[src/rtl/sram_burst_adapter_if.sv]
// Avalon-MM bus bundle shared by the upstream burst port and the downstream
// single-word port of sram_burst_adapter.
interface sram_burst_adapter_if #(
  parameter int ADDR_W  = 20,
  parameter int DATA_W  = 16,
  parameter int BURST_W = 8
);
  logic [ADDR_W-1:0]  address;
  logic               read;
  logic               write;
  logic [DATA_W-1:0]  writedata;
  logic [BURST_W-1:0] burstcount;
  logic               waitrequest;
  logic [DATA_W-1:0]  readdata;
  logic               readdatavalid;

  modport master (
    output address, read, write, writedata, burstcount,
    input  waitrequest, readdata, readdatavalid
  );

  modport slave (
    input  address, read, write, writedata, burstcount,
    output waitrequest, readdata, readdatavalid
  );
endinterface

[src/rtl/sram_burst_adapter.sv]
// Splits Avalon-MM burst reads/writes into single-word transfers for the SRAM controller.
// Optional macro SRAM_BURST_WRAP_ERR_EN enables the sticky address-wrap error flag err_o.
module sram_burst_adapter #(
  parameter int ADDR_W  = 20,
  parameter int DATA_W  = 16,
  parameter int BURST_W = 8
) (
  input  logic                  clk_i,
  input  logic                  rst_i,
  sram_burst_adapter_if.slave   s,
  sram_burst_adapter_if.master  m,
  output logic                  err_o
);

  typedef enum logic [2:0] {
    IDLE,
    RD_ISSUE,
    RD_DRAIN,
    WR_ISSUE,
    WR_DATA
  } state_t;

  state_t             state;
  logic [BURST_W-1:0] cnt;
  logic [BURST_W-1:0] rd_out;
  logic [ADDR_W-1:0]  addr_q;
  logic [DATA_W-1:0]  wdata_q;
  logic               rd_q;
  logic               wr_q;

  logic [BURST_W-1:0] s_count;
  logic               rd_issue;
  logic               wr_issue;
  logic               rdv_seen;

  assign s_count  = (s.burstcount == '0) ? BURST_W'(1) : s.burstcount;
  assign rd_issue = rd_q & ~m.waitrequest;
  assign wr_issue = wr_q & ~m.waitrequest;
  // A valid arriving with nothing outstanding is a leftover from before a reset.
  assign rdv_seen = m.readdatavalid & (rd_out != '0);

  assign m.address    = addr_q;
  assign m.read       = rd_q;
  assign m.write      = wr_q;
  assign m.writedata  = wdata_q;
  assign m.burstcount = BURST_W'(1);

  assign s.readdata      = m.readdata;
  assign s.readdatavalid = m.readdatavalid;
  assign s.waitrequest   = rst_i | ~((state == IDLE) | (state == WR_DATA));

  always_ff @(posedge clk_i or posedge rst_i) begin
    if (rst_i) begin
      state   <= IDLE;
      cnt     <= '0;
      rd_out  <= '0;
      addr_q  <= '0;
      wdata_q <= '0;
      rd_q    <= 1'b0;
      wr_q    <= 1'b0;
    end else begin
      if (rd_issue && !rdv_seen) begin
        rd_out <= rd_out + BURST_W'(1);
      end else if (!rd_issue && rdv_seen) begin
        rd_out <= rd_out - BURST_W'(1);
      end

      unique case (state)
        IDLE: begin
          if (s.read) begin
            addr_q <= s.address;
            cnt    <= s_count;
            rd_q   <= 1'b1;
            state  <= RD_ISSUE;
          end else if (s.write) begin
            addr_q  <= s.address;
            cnt     <= s_count;
            wdata_q <= s.writedata;
            wr_q    <= 1'b1;
            state   <= WR_ISSUE;
          end
        end
        RD_ISSUE: begin
          if (rd_issue) begin
            addr_q <= addr_q + ADDR_W'(1);
            cnt    <= cnt - BURST_W'(1);
            if (cnt == BURST_W'(1)) begin
              rd_q  <= 1'b0;
              state <= RD_DRAIN;
            end
          end
        end
        RD_DRAIN: begin
          if (rd_out == '0) state <= IDLE;
        end
        WR_ISSUE: begin
          if (wr_issue) begin
            wr_q   <= 1'b0;
            addr_q <= addr_q + ADDR_W'(1);
            cnt    <= cnt - BURST_W'(1);
            state  <= (cnt == BURST_W'(1)) ? IDLE : WR_DATA;
          end
        end
        WR_DATA: begin
          if (s.write) begin
            wdata_q <= s.writedata;
            wr_q    <= 1'b1;
            state   <= WR_ISSUE;
          end
        end
        default: state <= IDLE;
      endcase
    end
  end

`ifdef SRAM_BURST_WRAP_ERR_EN
  localparam int SUM_W = ADDR_W + BURST_W;

  logic [SUM_W-1:0] last_addr;
  logic             first_beat;

  // Any bit above the address range means the burst runs past the top and wraps.
  assign last_addr  = SUM_W'(s.address) + SUM_W'(s_count) - SUM_W'(1);
  assign first_beat = (state == IDLE) & (s.read | s.write);

  always_ff @(posedge clk_i or posedge rst_i) begin
    if (rst_i) begin
      err_o <= 1'b0;
    end else if (first_beat && (|last_addr[SUM_W-1:ADDR_W])) begin
      err_o <= 1'b1;
    end
  end
`else
  assign err_o = 1'b0;
`endif

endmodule
[src/flat_wrapper.sv]
// flat-port wrapper written by rule: the top's interface ports become plain ports
module sram_burst_adapter_flat 
#(
  parameter int ADDR_W  = 20,
  parameter int DATA_W  = 16,
  parameter int BURST_W = 8
)
  (clk_i, rst_i, err_o, s_address, s_read, s_write, s_writedata, s_burstcount, s_waitrequest, s_readdata, s_readdatavalid, m_address, m_read, m_write, m_writedata, m_burstcount, m_waitrequest, m_readdata, m_readdatavalid);
  sram_burst_adapter_if #(.ADDR_W(ADDR_W), .DATA_W(DATA_W), .BURST_W(BURST_W)) s_i ();
  sram_burst_adapter_if #(.ADDR_W(ADDR_W), .DATA_W(DATA_W), .BURST_W(BURST_W)) m_i ();
  input  logic clk_i;
  input  logic rst_i;
  output logic err_o;
  input wire logic [$bits(s_i.address)-1:0] s_address;
  input wire logic [$bits(s_i.read)-1:0] s_read;
  input wire logic [$bits(s_i.write)-1:0] s_write;
  input wire logic [$bits(s_i.writedata)-1:0] s_writedata;
  input wire logic [$bits(s_i.burstcount)-1:0] s_burstcount;
  output wire logic [$bits(s_i.waitrequest)-1:0] s_waitrequest;
  output wire logic [$bits(s_i.readdata)-1:0] s_readdata;
  output wire logic [$bits(s_i.readdatavalid)-1:0] s_readdatavalid;
  output wire logic [$bits(m_i.address)-1:0] m_address;
  output wire logic [$bits(m_i.read)-1:0] m_read;
  output wire logic [$bits(m_i.write)-1:0] m_write;
  output wire logic [$bits(m_i.writedata)-1:0] m_writedata;
  output wire logic [$bits(m_i.burstcount)-1:0] m_burstcount;
  input wire logic [$bits(m_i.waitrequest)-1:0] m_waitrequest;
  input wire logic [$bits(m_i.readdata)-1:0] m_readdata;
  input wire logic [$bits(m_i.readdatavalid)-1:0] m_readdatavalid;
  assign s_i.address = s_address;
  assign s_i.read = s_read;
  assign s_i.write = s_write;
  assign s_i.writedata = s_writedata;
  assign s_i.burstcount = s_burstcount;
  assign s_waitrequest = s_i.waitrequest;
  assign s_readdata = s_i.readdata;
  assign s_readdatavalid = s_i.readdatavalid;
  assign m_address = m_i.address;
  assign m_read = m_i.read;
  assign m_write = m_i.write;
  assign m_writedata = m_i.writedata;
  assign m_burstcount = m_i.burstcount;
  assign m_i.waitrequest = m_waitrequest;
  assign m_i.readdata = m_readdata;
  assign m_i.readdatavalid = m_readdatavalid;
  sram_burst_adapter #(.ADDR_W(ADDR_W), .DATA_W(DATA_W), .BURST_W(BURST_W)) u_core (.clk_i(clk_i), .rst_i(rst_i), .s(s_i), .m(m_i), .err_o(err_o));
endmodule
[config.mk]
export PLATFORM = sky130hd
export DESIGN_NAME = sram_burst_adapter_flat
export DESIGN_NICKNAME = d
export VERILOG_FILES = /design/src/rtl/sram_burst_adapter_if.sv /design/src/rtl/sram_burst_adapter.sv /design/src/flat_wrapper.sv
export SDC_FILE = /design/constraint.sdc
export NUM_CORES = 1
export LEC_CHECK = 0
export CAP_MARGIN = 40
export CORE_ASPECT_RATIO = 0.9
export CORE_MARGIN = 2
export CORE_UTILIZATION = 40
export CTS_BUF_LIST = sky130_fd_sc_hd__clkbuf_4 sky130_fd_sc_hd__clkbuf_8
export DETAILED_ROUTE_END_ITERATION = 8
export PLACE_DENSITY_LB_ADDON = 0.05
export SLEW_MARGIN = 20
export SYNTH_ARGS = -nofsm -noshare
export SYNTH_HDL_FRONTEND = slang
export SYNTH_SLANG_ARGS = --single-unit
[constraint.sdc]
create_clock -name clk_i -period 2.4 [get_ports clk_i]
set_clock_uncertainty 0.1 [all_clocks]
set_input_delay 0.48 -clock clk_i [delete_from_list [all_inputs] [get_ports clk_i]]
set_output_delay 0.48 -clock clk_i [all_outputs]
set_load 0.05 [all_outputs]
==> flow_summary.toml <==
[outcome]
outcome = "finished with violations"
violations = "negative setup slack"

[run]
cap_violations = 0

[floorplanning]
io_pins = 131
initial_core_util_pct = 40.99
core_area_um2 = 9084
rows = 33
die_h_um = 95.53
chipWidth_um = 105.7
dieArea_um2 = 10100

[synthesis]
synthFlopType = "dfrtp_1"
ys_types = 71
synth_warnings = 0
synth_area_leaders = "dfrtp_1, buf_4, a21oi_1, mux2_4, ha_1"
synth_area_leader_cell = "dfrtp_1"
synth.yosys.seq_area_share_pct = 38.31
synth_top_area_share_pct = 38.31
syn_avg_cell_area_um2 = 9.672
synth-seq-cells = 57
synthArstFlopShare_pct = 100.0
synth_area_um2 = 3724
synth_edf_count = 0
syn_inst = 385

[sta]
max_freq_ghz = 0.4071
hold_viol_final = 0
rsz0062_at_grt = "true"
drv_slew = 0
period_minus_slack_ns = 2.456
fin_crit_sh_pct = 102.3
setup_viol = 3
tightest_slew_ns = 0.6414
setup_slack_ns = -0.05618
slew_headroom_pct = 57.17

[drt]
wl_um = 9542
drt_pre_antenna_iters = 4
detail_route.iter0.violations = 116
ant_nets = 0
drc_errors = 0
vias = 3277
routedWlPerCell_um = 15.57
vias_per_cell = 5.346

[worst_setup_path]
crit_slowest_cell = "dfrtp_1"
crit_family = "simple AND/OR/NAND/NOR gates"
required_ns = 2.58
worstPathCellList = "nor4_2, nand2_1, nand2_2, ha_4, inv_6, fa_2, a21oi_2, o211ai_1, a2111oi_1, nand3b_1"
setup.worst_path.class = "flop to flop"
crit_buf_inv = 1
critPathMaxStageDelay_ns = 0.39
crit_fanout = 8
end_kind = "flop"
arrival_ns = 2.64
crit_path_start_kind = "flop"

[layout]
nets = 563
fin_util_pct = 57.04
drive_above_1_share_pct = 23.83
areaGrowthSynthToFinish_pct = 39.15
antenna_cells = 0
nFillCells = 820
final_cell_count_no_fill = 613

[grt]
antenna_found_initial = 0
grt_overflow = 0
grt_first_pass_wirelength_um = 15650
grt_max_degree = 58
grtUsageTotal_pct = 19.63
grt_pass1_vias = 3170

[clocking]
cts_root_buffer = "clkbuf_8"
cts_made_buffers = 9
cts_buffer_depth = 2
clkTransAtPathRegs_ns = 0.07
ctsHoldBuffers = 0
cts_tree = "built"
cts_sinks = 57
clkLatencyLatePin_ns = 0.34
htree_num_levels = 3

[place]
port_buffers = 89
post-place-ws_ns = -0.3768
gp_congestion = 0.7996
place_hpwl_um = 6564
dp.cells = 591

[power]
vdd_drop_max_mv = 0.5996
power_leakage_nw = 2.096
total_power_mw = 8.022
power.density_nw_per_um2 = 1548

[worst_hold_path]
hold_class = "primary input to asynchronous set/reset pin"
flip-flops by register name, indices dropped and copies added, names as in the netlist:
| register | cells |
|---|---|
| u_core.cnt | 8 |
| u_core.m.address | 20 |
| u_core.m.read | 1 |
| u_core.m.write | 1 |
| u_core.m.writedata | 16 |
| u_core.rd_out | 8 |
| u_core.state | 3 |
layout make-up:
class | count | area (µm²) | share of cell area, %
Timing Repair Buffer | 129 | 1244 | 24.00
Sequential cell | 57 | 1428 | 27.55
Inverter | 15 | 65.06 | 1.256
Clock inverter | 7 | 78.83 | 1.521
Multi-Input combinational cell | 274 | 2090 | 40.33
Clock buffer | 9 | 123.9 | 2.391
Tap cell | 122 | 152.6 | 2.946
metal layers:
layer	wire, µm	share of wire (%)	vias up	track usage, %
li1	-	-	1604	-
met1	4476	47	1562	27.15
met2	4287	45	95	29.35
met4	127	1.3	0	6.798
met3	651	6.8	16	5.810
met5	0	0	-	0
through the flow:
| step | cell area (µm²) | setup TNS, ns | hold WS [ns] |
|---|---|---|---|
| finish | 5181 | -0.07206 | 0.3655 |
| CTS | 5124 | -0.1590 | 0.4112 |
| global placement | 4812 | -1.081 | 0.3879 |
| floorplan | 3795 | 0 | 0.3810 |
| detailed placement | 4812 | -1.376 | 0.3928 |
| global route | 5181 | -0.6200 | 0.3700 |
cell families (layout without fill, tap and decap cells):
logic type                 Yosys count  after routing  share of synthesized area, %
buffers and inverters               61            160                         9.946
other                                2              9                        0.2017
xor gates and xnor gates             5              5                         1.176
and+or+nand+nor                    116            116                         17.81
DFF                                 57             57                         38.31
muxes                               19             19                         6.620
AOI/OAI and AO/OA                  114            114                         22.04
adders and majority gates           11             11                         3.898
timing repair:
item / CTS / global route
gates resized for setup: 11 / 5
buffers inserted: 3 / 2
setup endpoints to repair: 5 / 5
pin swaps: 9 / 3
report_power, final:
| group | internal, mW | total (mW) | switching [mW] |
|---|---|---|---|
| registers | 1.44 | 1.93 | 0.487 |
| logic | 2.18 | 5.15 | 2.97 |
| clock network | 0.488 | 0.947 | 0.459 |
tightest hold or removal path: stages:
cell and delay, ns:
clkdlybuf4s50_1 0.44, clkinvlp_4 0.09, buf_4 0.13
layout by cell type, fill, tap and decap left out, types with 5 or more instances in the layout:
| cell | count |
|---|---|
| clkdlybuf4s50_1 | 87 |
| dfrtp_1 | 56 |
| buf_4 | 38 |
| nand2_1 | 27 |
| a21oi_1 | 27 |
| nor2_1 | 24 |
| o21ai_0 | 15 |
| inv_1 | 13 |
| nand3_1 | 12 |
| mux2_4 | 9 |
| mux2_2 | 9 |
| conb_1 | 9 |
| clkbuf_8 | 9 |
| nand4_1 | 7 |
| nor3_1 | 7 |
| o21ai_1 | 6 |
| and3_1 | 5 |
| a22oi_1 | 5 |
| o2bb2ai_1 | 5 |
| xnor2_1 | 5 |
| o22ai_1 | 5 |
| ha_4 | 5 |
| ha_1 | 5 |
cell usage after synthesis, types with 2 or more instances:
library cell	count
a2111oi_0	2
a211oi_1	6
a211oi_2	2
a21oi_1	29
a22oi_1	5
a311oi_1	3
a31o_2	2
a31oi_1	4
a32oi_1	3
and3_1	5
and4_1	2
buf_2	11
buf_4	28
buf_6	3
clkbuf_1	3
conb_1	2
dfrtp_1	57
ha_1	10
inv_1	15
mux2_2	9
mux2_4	9
nand2_1	29
nand2b_1	2
nand3_1	13
nand3b_1	2
nand4_1	7
nor2_1	24
nor3_1	7
nor3_4	2
nor4_1	4
o2111ai_1	2
o211ai_1	2
o21ai_0	16
o21ai_1	5
o21bai_1	3
o22a_1	2
o22ai_1	5
o2bb2a_1	2
o2bb2ai_1	5
o31ai_1	3
o32ai_1	3
or3_4	2
or4_1	3
xnor2_1	5
path summary, 6_finish.rpt:
check / from / end / slack, ns / depth (start not counted)
max reg2reg: u_core.rd_out[7] / u_core.rd_out[6] / -0.06 / 10
min in group clk_i: u_core.m.writedata[12] / u_core.m.writedata[12] / 0.41 / 1
max: u_core.rd_out[7] / u_core.rd_out[6] / -0.06 / 10
min reg2reg: u_core.m.writedata[12] / u_core.m.writedata[12] / 0.41 / 1
min: rst_i / u_core.m.read / 0.37 / 3
max in group asynchronous: rst_i / u_core.cnt[1] / 1.37 / 4
No activity file was read; power rests on OpenSTA's default activity.
